[config.mk]
export PLATFORM = sky130hd
export DESIGN_NAME = timer_countdown
export DESIGN_NICKNAME = d
export VERILOG_FILES = /design/src/rtl/timer_countdown.sv
export SDC_FILE = /design/constraint.sdc
export NUM_CORES = 1
export LEC_CHECK = 0
export BUFFER_PORTS_ARGS = -buffer_cell sky130_fd_sc_hd__buf_2
export CORE_ASPECT_RATIO = 1.2
export CORE_UTILIZATION = 40
export CTS_BUF_LIST = sky130_fd_sc_hd__clkbuf_8
export CTS_CLUSTER_SIZE = 14
export DETAILED_ROUTE_END_ITERATION = 6
export SLEW_MARGIN = 20
export SYNTH_ARGS = -nofsm -noshare
export SYNTH_HDL_FRONTEND = slang
export SYNTH_SLANG_ARGS = --single-unit
[constraint.sdc]
create_clock -name clk -period 4.3 [get_ports clk]
set_input_delay 0.43 -clock clk [delete_from_list [all_inputs] [get_ports clk]]
set_output_delay 0.43 -clock clk [all_outputs]
set_load 0.1 [all_outputs]
[src/rtl/timer_countdown.sv]
// timer_countdown
//   Microwave cook timer. Assembles an M:SS time from BCD key digits
//   (left-shift entry, one digit per falling edge of loadn), then counts it
//   down once per rising edge of pgt_1Hz under start/stop/clear control.
// Ports:
//   clk, rst       clock (rising edge), asynchronous active-high reset
//   D, loadn       BCD key digit and its active-low strobe
//   pgt_1Hz        1 Hz time base
//   startn/stopn/clearn  active-low panel controls, level-sampled
//   mins/sec_tens/sec_ones  BCD display digits
//   zero, mag_on, done      registered status outputs
module timer_countdown #(
  parameter int SEC_TENS_RELOAD = 5,
  parameter int MAX_DIGIT       = 9
) (
  input  logic       clk,
  input  logic       rst,
  input  logic [3:0] D,
  input  logic       loadn,
  input  logic       pgt_1Hz,
  input  logic       startn,
  input  logic       stopn,
  input  logic       clearn,
  output logic [3:0] mins,
  output logic [3:0] sec_tens,
  output logic [3:0] sec_ones,
  output logic       zero,
  output logic       mag_on,
  output logic       done
);

  typedef enum logic [1:0] {S_IDLE, S_RUN, S_PAUSE, S_DONE} state_t;

  state_t     state_q, state_d;
  logic [3:0] mins_q, mins_d;
  logic [3:0] sec_tens_q, sec_tens_d;
  logic [3:0] sec_ones_q, sec_ones_d;
  logic       zero_q, zero_d;
  logic       mag_on_q, mag_on_d;
  logic       done_q, done_d;
  logic       loadn_q, loadn_d;
  logic       tick_q, tick_d;
  logic       load_ev, tick_ev;

  always_comb begin
    state_d    = state_q;
    mins_d     = mins_q;
    sec_tens_d = sec_tens_q;
    sec_ones_d = sec_ones_q;
    loadn_d    = loadn;
    tick_d     = pgt_1Hz;
    load_ev    = loadn_q & ~loadn;
    tick_ev    = pgt_1Hz & ~tick_q;

    if (!clearn) begin
      state_d    = S_IDLE;
      mins_d     = 4'd0;
      sec_tens_d = 4'd0;
      sec_ones_d = 4'd0;
    end else begin
      case (state_q)
        S_IDLE: begin
          // A start request swallows any key strobe on the same cycle; the
          // start decision uses the digits already on display.
          if (!startn) begin
            if (!zero_q) state_d = S_RUN;
          end else if (load_ev && (D <= 4'(MAX_DIGIT))) begin
            mins_d     = sec_tens_q;
            sec_tens_d = sec_ones_q;
            sec_ones_d = D;
          end
        end
        S_RUN: begin
          if (!stopn) begin
            state_d = S_PAUSE;
          end else if (tick_ev) begin
            if (sec_ones_q != 4'd0) begin
              sec_ones_d = sec_ones_q - 4'd1;
            end else if (sec_tens_q != 4'd0) begin
              sec_tens_d = sec_tens_q - 4'd1;
              sec_ones_d = 4'd9;
            end else begin
              mins_d     = mins_q - 4'd1;
              sec_tens_d = 4'(SEC_TENS_RELOAD);
              sec_ones_d = 4'd9;
            end
            if ((mins_d == 4'd0) && (sec_tens_d == 4'd0) && (sec_ones_d == 4'd0))
              state_d = S_DONE;
          end
        end
        S_PAUSE: begin
          if (stopn && !startn) state_d = S_RUN;
        end
        default: ; // S_DONE: only clear leaves
      endcase
    end

    // Status flags are derived from next-state values so they line up with
    // the registered digits and state on every cycle.
    zero_d   = (mins_d == 4'd0) && (sec_tens_d == 4'd0) && (sec_ones_d == 4'd0);
    mag_on_d = (state_d == S_RUN);
    done_d   = (state_d == S_DONE);
  end

  always_ff @(posedge clk or posedge rst) begin
    if (rst) begin
      state_q    <= S_IDLE;
      mins_q     <= 4'd0;
      sec_tens_q <= 4'd0;
      sec_ones_q <= 4'd0;
      zero_q     <= 1'b1;
      mag_on_q   <= 1'b0;
      done_q     <= 1'b0;
      loadn_q    <= 1'b1;
      tick_q     <= 1'b0;
    end else begin
      state_q    <= state_d;
      mins_q     <= mins_d;
      sec_tens_q <= sec_tens_d;
      sec_ones_q <= sec_ones_d;
      zero_q     <= zero_d;
      mag_on_q   <= mag_on_d;
      done_q     <= done_d;
      loadn_q    <= loadn_d;
      tick_q     <= tick_d;
    end
  end

  assign mins     = mins_q;
  assign sec_tens = sec_tens_q;
  assign sec_ones = sec_ones_q;
  assign zero     = zero_q;
  assign mag_on   = mag_on_q;
  assign done     = done_q;

endmodule

==> flow_summary.ini <==
[drt]
num_vias = 1479
drc_errors = 0
firstDrtPassIters = 4
ant_nets = 0
highest_layer = met4
drtIter0Drc = 76
wl_met2_um = 2060
avgViaCountPerCell = 6.43
wl_met3_um = 266
drt-met1-wl_um = 1850
wl_per_cell_um = 18.6
wl_um = 4270

[timing]
worstMarginPinSlew_ns = 0.777
fmax_ghz = 0.380
skew_ns = 0.00386
timing.final.crit_period_ns = 2.63
tns_ns = 0
finalCritPeriodShare_pct = 61.2
finalSetupViolations = 0
drv_slew = 0
fin_ws_ns = 1.67
relSlewSlack_pct = 48.1
rsz0062_at_grt = false
hold_viol = 0

[synth]
synth.distinct_cells = 50
ys.flop_type = dfrtp_1
synthArstFlopShare_pct = 100
ys_ff_latch = 19
yosys_warnings = 0
synth-seq-area-share_pct = 32.5
synthesis.area_mm2 = 0.00147
synth_nets = 189
synth_edf_count = 0
avgSynthCellArea_um2 = 8.30
synthCells = 177

[final_layout]
layout_common_cells = 25 x buf_2, 17 x dfrtp_1, 16 x nor2_1
areaGrowthSynthToFinish_pct = 10.6
drive_gt1_share_pct = 18.7
antenna_cells = 0
multiInputGateArea_um2 = 888
fillCellCount = 350
seq_area_um2 = 478
layout.nets = 206
layout_commonest_cell = buf_2

[pwr]
ir_worst_vdd_v = 0.000271
power_density_mw_per_mm2 = 566
cellLeakagePower_nw = 0.719

[die]
core_area_mm2 = 0.00342
num_io_pins = 26
die_h_um = 68.4
start_util_pct = 42.9
die_w_um = 57.3
num_rows = 23
die_area_mm2 = 0.00392

[setup_path]
cp-start-kind = flip-flop
arrival_ns = 2.83
required_ns = 4.50
cp-end-kind = flip-flop
crit_fanout = 9
crit_type = reg2reg

[clocking]
clkTransAtPathRegs_ns = 0.08
cts_resized = 0
cts_buffer_depth = 2
cts_tree = yes
numCtsBuffers = 3
cts_hold_buf = 0
cts_sinks = 19
root_buffer = clkbuf_8
post_cts_buffers = 0
worstSkewPairLatency_ns = 0.26
cts_htree_levels = 1

[status]
status = complete, no violations

[min_path]
hold_class = in2reg

[global_route]
grt_use_total_pct = 23.6
antenna_found_initial = 0
grt_max_degree = 24
grt_pass1_wl_um = 7040
first_global_vias = 1440
overflow = 0

[run]
drv_cap = 0

[place]
hpwlAfterDp_um = 3100
dp_slack_ns = 1.65
gp_congestion = 0.868
numPortBuffers = 25
-- stage by stage --
step                cell area, um2  instances  power [mW]  hold slack, ns  utilization [%]
floorplan                     1470        177       0.693           0.380                -
global placement              1580        226       0.785           0.546             46.1
detailed placement            1580        226       0.789           0.547             46.1
CTS                           1620        230       0.916           0.275             47.4
global route                  1620        230       0.971           0.283             47.4
finish                        1620        230       0.919           0.273             47.4
-- registers in the layout, indices dropped and copies added, names as in the netlist --
| signal | cells |
|---|---|
| mag_on | 1 |
| sec_ones | 4 |
| done | 1 |
| tick_q | 1 |
| state_q | 2 |
| mins | 4 |
| sec_tens | 4 |
| loadn_q | 1 |
| zero | 1 |
-- per-layer routing --
layer	vias up	track usage (%)
met1	700	30.7
met3	12	2.08
met5	-	0
met2	71	39.6
met4	0	11.9
li1	696	-
-- cell usage after synthesis, types with 2 or more instances --
master	n	area [um2]
and2_1	7	43.8
a311oi_1	3	26.3
dfstp_2	2	52.6
nand2b_1	2	12.5
o21a_1	2	15.0
or3_1	3	18.8
inv_1	11	41.3
or4_4	2	22.5
and4_1	2	17.5
o21ai_0	14	70.1
a211oi_1	8	60.1
mux2i_1	7	70.1
or4_1	3	22.5
a31oi_1	4	25.0
nor4_1	6	37.5
a21oi_1	5	25.0
buf_2	4	20.0
nand3_1	3	15.0
and3_1	2	12.5
nor2b_1	2	12.5
o31ai_1	3	22.5
a211o_1	2	17.5
nor2_1	16	60.1
nand2_1	8	30.0
or2_2	2	12.5
nand3b_1	3	22.5
clkbuf_1	8	30.0
xnor2_1	2	17.5
nor3_1	4	20.0
dfrtp_1	17	425
-- where the power goes --
group          leakage [nW]  switching (mW)  internal, mW
Sequential            0.248          0.0717         0.211
Combinational         0.444           0.368         0.141
Clock                0.0269          0.0647        0.0636
-- final timing paths --
path                                  start     endpoint  slack, ns  depth (start not counted)
worst min-delay path                  loadn      loadn_q       0.27                          1
min in group asynchronous               rst  sec_tens[3]       0.30                          2
max in group asynchronous               rst  sec_tens[0]       3.51                          2
worst max register to register  sec_ones[2]         zero       1.67                          6
worst min register to register      mins[1]      mins[1]       0.67                          2
worst max-delay path            sec_ones[2]         zero       1.67                          6
-- worst max-delay path: stages (launching register included) --
cell and delay, ns:
dfrtp_1 0.50, or4bb_1 0.71, or4_2 0.66, a31oi_1 0.22, a22oi_1 0.12, o2111ai_1 0.14, and4b_1 0.23
-- cells by family (layout without fill, tap and decap cells) --
kind of cell	after synthesis	count (layout)	share of synthesized area, %
simple gates	73	73	29.8
compound gates	50	50	23.3
buf+inv	24	40	6.98
flops	19	19	32.5
mux	7	7	4.77
xor+xnor	3	3	1.79
fa+ha+maj	1	1	0.852
-- area by class of cell --
| class | count | share of cell area, % |
|---|---|---|
| clock inverter | 1 | 0.231 |
| tap | 37 | 2.85 |
| sequential | 19 | 29.4 |
| clock buffer | 3 | 2.54 |
| multi-input combinational | 134 | 54.7 |
| timing repair buffer | 25 | 7.70 |
| inverter | 11 | 2.54 |
Power figures use the tool's default switching activity.
